$ cat config.mk
export PLATFORM = sky130hd
export DESIGN_NAME = md_unit
export DESIGN_NICKNAME = d
export VERILOG_FILES = /design/src/rtl/md_pkg.sv /design/src/rtl/md_iter_step.sv /design/src/rtl/md_unit.sv
export SDC_FILE = /design/constraint.sdc
export NUM_CORES = 1
export LEC_CHECK = 0
export BUFFER_PORTS_ARGS = -buffer_cell sky130_fd_sc_hd__buf_2
export CAP_MARGIN = 20
export CORE_MARGIN = 4
export CORE_UTILIZATION = 56
export CTS_CLUSTER_DIAMETER = 40
export DETAILED_ROUTE_END_ITERATION = 12
export GPL_TIMING_DRIVEN = 0
export PLACE_DENSITY = 0.78
export SETUP_SLACK_MARGIN = 0.15
export SLEW_MARGIN = 30
export SYNTH_ARGS = -nofsm -noshare
export SYNTH_HDL_FRONTEND = slang
export SYNTH_SLANG_ARGS = --single-unit
$ cat constraint.sdc
create_clock -name clk -period 3.4 [get_ports clk]
set_clock_uncertainty 0.15 [all_clocks]
set_input_delay 0.17 -clock clk [delete_from_list [all_inputs] [get_ports clk]]
set_output_delay 0.17 -clock clk [all_outputs]
set_load 0.05 [all_outputs]
$ cat src/rtl/md_pkg.sv
// Shared encodings and constants for the iterative multiply/divide unit.
package md_pkg;

    localparam int unsigned ITER = 32;

    localparam logic [2:0] OP_MULT  = 3'b000;
    localparam logic [2:0] OP_MULTU = 3'b001;
    localparam logic [2:0] OP_DIV   = 3'b010;
    localparam logic [2:0] OP_DIVU  = 3'b011;
    localparam logic [2:0] OP_MTHI  = 3'b100;
    localparam logic [2:0] OP_MTLO  = 3'b101;

    typedef enum logic [1:0] {
        IDLE = 2'd0,
        MUL  = 2'd1,
        DIV  = 2'd2,
        FIX  = 2'd3
    } md_state_e;

    typedef struct packed {
        logic [31:0] hi;
        logic [31:0] lo;
    } md_result_t;

endpackage : md_pkg

$ cat src/rtl/md_iter_step.sv
// One combinational iteration: shift-add multiply step or restoring divide step.
module md_iter_step #(
    parameter int unsigned WIDTH = 32
) (
    input  logic             is_div,
    input  logic [WIDTH-1:0] acc,
    input  logic [WIDTH-1:0] qr,
    input  logic [WIDTH-1:0] mag,
    output logic [WIDTH-1:0] acc_next,
    output logic [WIDTH-1:0] qr_next
);

    logic [WIDTH:0] sum;
    logic [WIDTH:0] rem_sh;
    logic [WIDTH:0] diff;

    // Multiply: {acc,qr} holds product-high and the multiplier shifting out LSB first.
    // Divide: acc is the partial remainder, qr the dividend/quotient shift register.
    always_comb begin
        acc_next = acc;
        qr_next  = qr;
        sum      = {1'b0, acc} + (qr[0] ? {1'b0, mag} : {(WIDTH + 1){1'b0}});
        rem_sh   = {acc, qr[WIDTH-1]};
        diff     = rem_sh - {1'b0, mag};
        if (is_div) begin
            // Top bit of the 33-bit difference is the borrow.
            if (!diff[WIDTH]) begin
                acc_next = diff[WIDTH-1:0];
                qr_next  = {qr[WIDTH-2:0], 1'b1};
            end else begin
                acc_next = rem_sh[WIDTH-1:0];
                qr_next  = {qr[WIDTH-2:0], 1'b0};
            end
        end else begin
            acc_next = sum[WIDTH:1];
            qr_next  = {sum[0], qr[WIDTH-1:1]};
        end
    end

endmodule : md_iter_step

$ cat src/rtl/md_unit.sv
// Iterative MULT/MULTU/DIV/DIVU/MTHI/MTLO unit feeding architectural HI/LO.
module md_unit
    import md_pkg::*;
#(
    parameter int unsigned WIDTH = 32,
    parameter int unsigned CNT_W = 5
) (
    input  logic             clk,
    input  logic             rst_n,
    input  logic             start,
    input  logic [2:0]       op,
    input  logic [WIDTH-1:0] a,
    input  logic [WIDTH-1:0] b,
    input  logic             flush,
    output logic             busy,
    output logic [WIDTH-1:0] hi,
    output logic [WIDTH-1:0] lo
);

    md_state_e        state_q;
    logic [CNT_W-1:0] cnt_q;
    logic [WIDTH-1:0] acc_q;
    logic [WIDTH-1:0] qr_q;
    logic [WIDTH-1:0] mag_b_q;
    logic [WIDTH-1:0] a_orig_q;
    logic             is_div_q;
    logic             neg_q_q;
    logic             neg_r_q;
    logic             dz_q;

    logic             is_signed;
    logic             is_div_op;
    logic             is_md_op;
    logic [WIDTH-1:0] mag_a;
    logic [WIDTH-1:0] mag_b;
    logic [WIDTH-1:0] acc_nx;
    logic [WIDTH-1:0] qr_nx;
    logic [2*WIDTH-1:0] prod;
    logic [2*WIDTH-1:0] prod_fix;
    logic [WIDTH-1:0] quo_fix;
    logic [WIDTH-1:0] rem_fix;

    // Operand decode and magnitude extraction at issue time.
    always_comb begin
        is_signed = (op == OP_MULT) || (op == OP_DIV);
        is_div_op = (op == OP_DIV) || (op == OP_DIVU);
        is_md_op  = (op == OP_MULT) || (op == OP_MULTU) || is_div_op;
        mag_a     = (is_signed && a[WIDTH-1]) ? (-a) : a;
        mag_b     = (is_signed && b[WIDTH-1]) ? (-b) : b;
    end

    // Sign correction applied in FIX.
    always_comb begin
        prod     = {acc_q, qr_q};
        prod_fix = neg_q_q ? (-prod) : prod;
        quo_fix  = neg_q_q ? (-qr_q) : qr_q;
        rem_fix  = neg_r_q ? (-acc_q) : acc_q;
    end

    md_iter_step #(
        .WIDTH (WIDTH)
    ) u_step (
        .is_div   (is_div_q),
        .acc      (acc_q),
        .qr       (qr_q),
        .mag      (mag_b_q),
        .acc_next (acc_nx),
        .qr_next  (qr_nx)
    );

    always_ff @(posedge clk or negedge rst_n) begin
        if (!rst_n) begin
            state_q  <= IDLE;
            cnt_q    <= '0;
            acc_q    <= '0;
            qr_q     <= '0;
            mag_b_q  <= '0;
            a_orig_q <= '0;
            is_div_q <= 1'b0;
            neg_q_q  <= 1'b0;
            neg_r_q  <= 1'b0;
            dz_q     <= 1'b0;
            busy     <= 1'b0;
            hi       <= '0;
            lo       <= '0;
        end else if (flush) begin
            // Cancel without touching HI/LO; a same-cycle start is dropped too.
            state_q <= IDLE;
            busy    <= 1'b0;
        end else begin
            case (state_q)
                IDLE: begin
                    if (start) begin
                        if (op == OP_MTHI) begin
                            hi <= a;
                        end else if (op == OP_MTLO) begin
                            lo <= a;
                        end else if (is_md_op) begin
                            acc_q    <= '0;
                            qr_q     <= mag_a;
                            mag_b_q  <= mag_b;
                            a_orig_q <= a;
                            is_div_q <= is_div_op;
                            neg_q_q  <= is_signed && (a[WIDTH-1] ^ b[WIDTH-1]);
                            neg_r_q  <= (op == OP_DIV) && a[WIDTH-1];
                            dz_q     <= is_div_op && (b == '0);
                            cnt_q    <= '0;
                            busy     <= 1'b1;
                            state_q  <= is_div_op ? DIV : MUL;
                        end
                    end
                end
                MUL, DIV: begin
                    acc_q <= acc_nx;
                    qr_q  <= qr_nx;
                    cnt_q <= cnt_q + CNT_W'(1);
                    if (cnt_q == CNT_W'(ITER - 1)) begin
                        state_q <= FIX;
                    end
                end
                FIX: begin
                    if (!is_div_q) begin
                        {hi, lo} <= prod_fix;
                    end else if (dz_q) begin
                        // Divide by zero: all-ones quotient, dividend echoed into HI.
                        hi <= a_orig_q;
                        lo <= '1;
                    end else begin
                        hi <= rem_fix;
                        lo <= quo_fix;
                    end
                    busy    <= 1'b0;
                    state_q <= IDLE;
                end
                default: begin
                    state_q <= IDLE;
                    busy    <= 1'b0;
                end
            endcase
        end
    end

endmodule : md_unit

# Yosys cells after proc, flatten, opt, wreduce, memory -nomap -nowiden
# Index checks and enable logic that the tools add are counted.
dict set report totals {
  inputBits 71
  mem_bits_rw 0
  latchBits 0
  mem_count 0
  mem_bits_ro 0
  word_cells 117
  output_inout_bits 65
  ff_bits 204
}
dict set report op_classes {
  div 0
  n_eq_ne 20
  n_addsub 8
  shift 0
  multipliers 0
  mux 50
  magnitude_cmp 0
  n_reduce_logical 22
  bitwise_logic 4
}
# cell n
set op_table {}
lappend op_table {{32-bit two-way mux} 25}
lappend op_table {{32-bit case mux with 2 select lines} 4}
lappend op_table {{32-bit negation} 4}
lappend op_table {{64-bit two-way mux} 1}
lappend op_table {{64-bit negation} 1}
lappend op_table {{32-bit by 33-bit adder with 33-bit output} 1}
lappend op_table {{33-bit by 32-bit subtractor with 33-bit output} 1}
lappend op_table {{32-bit zero test} 1}
lappend op_table {{5-bit two-way mux} 4}
lappend op_table {{3-bit inequality test (second input constant)} 5}
lappend op_table {{5-bit AND reduction} 3}
lappend op_table {{2-bit two-way mux} 7}
lappend op_table {{2-bit inequality test (second input constant)} 6}
lappend op_table {{6-bit AND reduction} 2}
lappend op_table {{5-bit case mux with 2 select lines} 1}
lappend op_table {{3-bit by 2-bit equality test with 1-bit output (second input constant)} 2}
lappend op_table {{3-bit equality test (second input constant)} 2}
lappend op_table {{1-bit two-way mux} 6}
lappend op_table {{2-bit case mux with 3 select lines} 1}
lappend op_table {{5-bit by 1-bit adder with 5-bit output (second input constant)} 1}
lappend op_table {{5-bit equality test (second input constant)} 1}
lappend op_table {{1-bit logical AND} 5}
lappend op_table {{2-bit equality test (second input constant)} 2}
lappend op_table {{1-bit logical OR} 4}
lappend op_table {{11 further kinds} 14}

# Logic depth before layout (Yosys ltp)
dict set report logic_depth {
  ltp_word 9
  depth_mapped 14
}

# By module
# Synthesis repeated with hierarchy kept, for this count alone.
dict set report hier_totals {
  cells_unflattened 2226
  area_unflattened_um2 17687.0
}
# mod cells_each instances area_each_um2
set modules_own_cells {}
lappend modules_own_cells {md_unit 1538 1 12866.1}
lappend modules_own_cells {md_iter_step 688 1 4820.9}

# Worst setup path before layout
# No wires, ideal clock.
dict set report synth_path {
  path_type {register -> register}
  start {reg qr_q[31]}
  end {reg acc_q[20]}
  path_stages_with_launch 14
  arrival_time_ns 3.310
  setup_ns 0.140
  setup_slack_ns -0.200
  period_less_slack_ns 3.600
  cell_sequence {dfrtp_1 > inv_1 > ha_1 > fa_1 > nand2b_1 > a211oi_1 > o2111ai_1 > a211oi_1 > o221ai_1 > a21oi_2 > xor2_2 > buf_4 > mux2i_1 > o221ai_1}
}
dict set report synth_via {
  elab_chain_len 4
}
# element line
set synth_rtl {}
lappend synth_rtl {{start: declaration} md_unit.sv:23} ;# logic [WIDTH-1:0] qr_q;
lappend synth_rtl {{start signal: assignment} md_unit.sv:100} ;# qr_q <= mag_a;
lappend synth_rtl {{start signal: assignment} md_unit.sv:115} ;# qr_q <= qr_nx;
lappend synth_rtl {{33-bit by 32-bit subtractor with 33-bit output} md_iter_step.sv:24} ;# diff = rem_sh - {1'b0, mag};
lappend synth_rtl {{32-bit two-way mux} md_iter_step.sv:27} ;# if (!diff[WIDTH]) begin
lappend synth_rtl {{32-bit two-way mux} md_iter_step.sv:25} ;# if (is_div) begin
lappend synth_rtl {{32-bit case mux with 2 select lines} md_unit.sv:91} ;# case (state_q)
lappend synth_rtl {{end signal: assignment} md_unit.sv:114} ;# acc_q <= acc_nx;
lappend synth_rtl {{end: declaration} md_unit.sv:22} ;# logic [WIDTH-1:0] acc_q;
# Every way passes these cells.
# A chain may end at the register's enable or synchronous reset.

# Final worst setup path
dict set report layout_path {
  start {reg qr_q[31]}
  end {reg acc_q[27]}
}
# The elaborated chain is that of the path after synthesis.

==> metrics <==
status=finished, violations left; violated checks=negative setup slack; Clock Sinks=~200; chip width=about 180 um; Nets=about 2700; Final ANT Viol Nets=0; highest routed layer=met4; net count after synthesis=approximately 2300; wl on met1=approximately 26000 um; CP Capture Point=acc_q[27]; Worst-Skew Late Latency=around 540 ps; cells on worst reg2reg path=15; core box area=between 20000 and 30000 um2; Avg Inst Size Synth=just under 8 um2; critical path's largest stage delay=between 400 and 500 ps; Slew headroom=0.253; fmax=0.266 GHz; Tcrit/Tclk final=1.10; gpl congestion=approximately 1.1; CTS tree=built; part of the power in combinational logic=0.643; clock slew at reported path FFs=60 ps; P per Cell Area=between 1000 and 1500 nW/um2; MaxCap Viol Count=0; Reg2Reg Launch Point=qr_q[31]; hold_ws=29.7 ps; setup ws final=-355 ps; grt ovf=0; RSZ-0062 raised after global routing=yes; delay-heaviest family, CP=compound AO/OA/AOI/OAI gates; Crit path arrival time=roughly 4000 ps; first-pass GRT wire length=107000 um; CTS HTree Levels=2; Setup WS pre-CTS=-1020 ps; antenna violations before repair=1; YS warnings=0; synth unique cells=between 80 and 90; Worst R2R Setup Slack=-350 ps; CP bufs+invs=4; min Tclk post-route=between 3000 and 4000 ps; placed cell count=around 2700; CP max FO=5; WL final=70500 um; total global-route track usage=0.405; cell row count=63; highest-count cells in the layout ignoring fill and taps=nand2_1, o21ai_0, dfrtp_1, nor2_1, a21oi_1; Psw=between 0.01 and 0.015 W; vias in the first global route=roughly 19000; setup violators final=35; Initial Util=0.570; Setup crit end kind=flop; DP HPWL=49500 um; DR WL met3=a little over 8000 um; clock share of power=0.166; DR WL met2=between 30000 and 40000 um; Mapped Cells=2203; crit path launch=qr_q[31]; Area growth, synth to finish=30.0%; drt drc=0; crit path kind=reg2reg; Crit Reg-Reg Endpoint=acc_q[27]; Post-Syn Area=17000 um2; # IOs=between 100 and 150; root buf cell=clkbuf_16; Final Hold Viols=0; Die Height=182 um; switching part of the total=0.519; Pint=about 0.011 W; DR WL/cell=between 20 and 25 um; non-filler cells, final=slightly below 3000; Post-synth EDFFs=0; slowest stage cell, crit path=a211oi_4; FF+latch count, synth=204; pin count of the biggest net entering global routing=86; Critical Path RT=~3600 ps; Min-Delay Path Class=in2reg; sequential fraction of design power=0.191; number of vias per cell=6.62; initial DRC count=2384; via count=approximately 19000; Num CTS Buffers=39; Die Footprint=around 33000 um2; static leakage=~9.6 nW; max-slew violations=0; post-synthesis sequential area ratio=0.301; Worst setup SP type=flop; WP depth=15; Worst-Margin Slew=around 1100 ps; drt pass-1 iters=7; layout cell share with drive strength beyond 1=0.184; CTS max path bufs=3; worst path cell trace=inv_4, ha_4, fa_2, nand2b_4, a211oi_4, o2111ai_4, a211oi_4, o221ai_2, a21oi_4, xor2_4, buf_12, buf_8, buf_12, mux2i_2, o21ai_1; async set-reset flop share out of synthesis=1.00; Peak VDD IR=between 0.0005 and 0.0006 V; port bufs=123; Primary FF master, synth=dfrtp_1; most common cell after layout, fill and taps aside=nand2_1
-- cells in the mapped netlist (20+ instances only) --
cell type | count | area share
mux2i_1 | 64 | 0.038
a22oi_1 | 24 | 0.011
nor4_1 | 25 | 0.0092
xor2_1 | 56 | 0.029
a21oi_1 | 140 | 0.041
a21o_1 | 32 | 0.014
clkbuf_1 | 142 | 0.031
inv_1 | 73 | 0.016
o31ai_1 | 20 | 0.0089
nand2_1 | 347 | 0.077
o211ai_1 | 21 | 0.0093
a211oi_1 | 26 | 0.012
nor2_1 | 154 | 0.034
o22ai_1 | 45 | 0.017
nand3_1 | 35 | 0.010
o21ai_0 | 265 | 0.078
nor3_1 | 36 | 0.011
ha_1 | 72 | 0.053
dfrtp_1 | 204 | 0.30
xnor2_1 | 118 | 0.061
-- stage by stage --
step / utilization / total power, W / TNS (ps) / instance area, um2
finish: 0.742 / 0.0235 / -8830 / 22000
global route: 0.742 / 0.0246 / -11620 / 22000
CTS: 0.723 / 0.0223 / -6630 / 21500
detailed placement: 0.613 / 0.0168 / -40630 / 18200
global placement: 0.611 / 0.0165 / -353770 / 18100
floorplan: - / 0.0132 / 0 / 17000
-- worst min-delay path, delay by kind of cell --
kind | cells | cell delay (ps)
buffers and inverters | 1 | 290
AND/OR/NAND/NOR | 2 | 210
-- cell families (layout without fill, tap and decap cells) --
| family | Yosys count | count (layout) | share of synthesized area |
|---|---|---|---|
| AO/OA/AOI/OAI | 704 | 704 | 0.255 |
| XOR/XNOR | 175 | 175 | 0.0909 |
| adder cells (fa/ha/maj) | 74 | 74 | 0.0555 |
| buffers and inverters | 234 | 576 | 0.0528 |
| flip-flops | 204 | 204 | 0.301 |
| multiplexers | 72 | 72 | 0.0431 |
| other | 0 | 1 | 0 |
| AND/OR/NAND/NOR | 740 | 740 | 0.201 |
-- area by class of cell --
cell class                 instances  area (um2)
multi-input combinational       1765       11900
fill                            2238        7680
sequential                       204        5120
timing repair buffer             270        2160
clock buffer                      45         998
buffer                           159         762
tap                              390         488
clock inverter                    27         304
inverter                          75         294
antenna                            1        2.50
-- worst min path at each step --
stage / start / endpoint / slack [ps] / cells past startpoint
2_1_floorplan: rst_n / a_orig_q[0] / -280 / 0
3_3_place_gp: a_orig_q[4] / a_orig_q[4] / 310 / 2
3_5_place_dp: rst_n / hi[12] / -70 / 1
4_1_cts: a[31] / a_orig_q[31] / 3 / 3
5_1_grt: a[31] / a_orig_q[31] / 30 / 3
6_report: a[31] / a_orig_q[31] / 30 / 3
-- layer usage --
metal  track usage  up-vias
met2         0.649     1415
met1         0.503     9119
met5             0        -
li1              -     8540
met3        0.0873      375
met4         0.239        0
-- state kept, by name, summed over array words and instances (netlist names) --
signal / cells
acc_q: 32
neg_r_q: 1
hi: 32
lo: 32
busy: 1
neg_q_q: 1
a_orig_q: 32
is_div_q: 1
state_q: 2
dz_q: 1
cnt_q: 5
mag_b_q: 32
qr_q: 32
-- power by group through the flow --
stage	combinational, W	sequential, W	clock [W]
final	0.0151	0.00449	0.00389
after global routing	0.0160	0.00459	0.00400
after CTS	0.0140	0.00441	0.00387
after detailed placement	0.0123	0.00445	0
after global placement	0.0121	0.00440	0
after floorplan	0.00780	0.00541	0
-- timing repair --
item | 4_1_cts | 5_1_grt
pin swaps | 90 | 62
endpoints found under the hold margin | 303 | 0
setup buffers | 48 | 20
gates cloned | 4 | 0
hold buffers | 73 | 0
resized for setup | 203 | 125
endpoints found under the setup margin | 84 | 103
No activity file was read; power rests on OpenSTA's default activity.
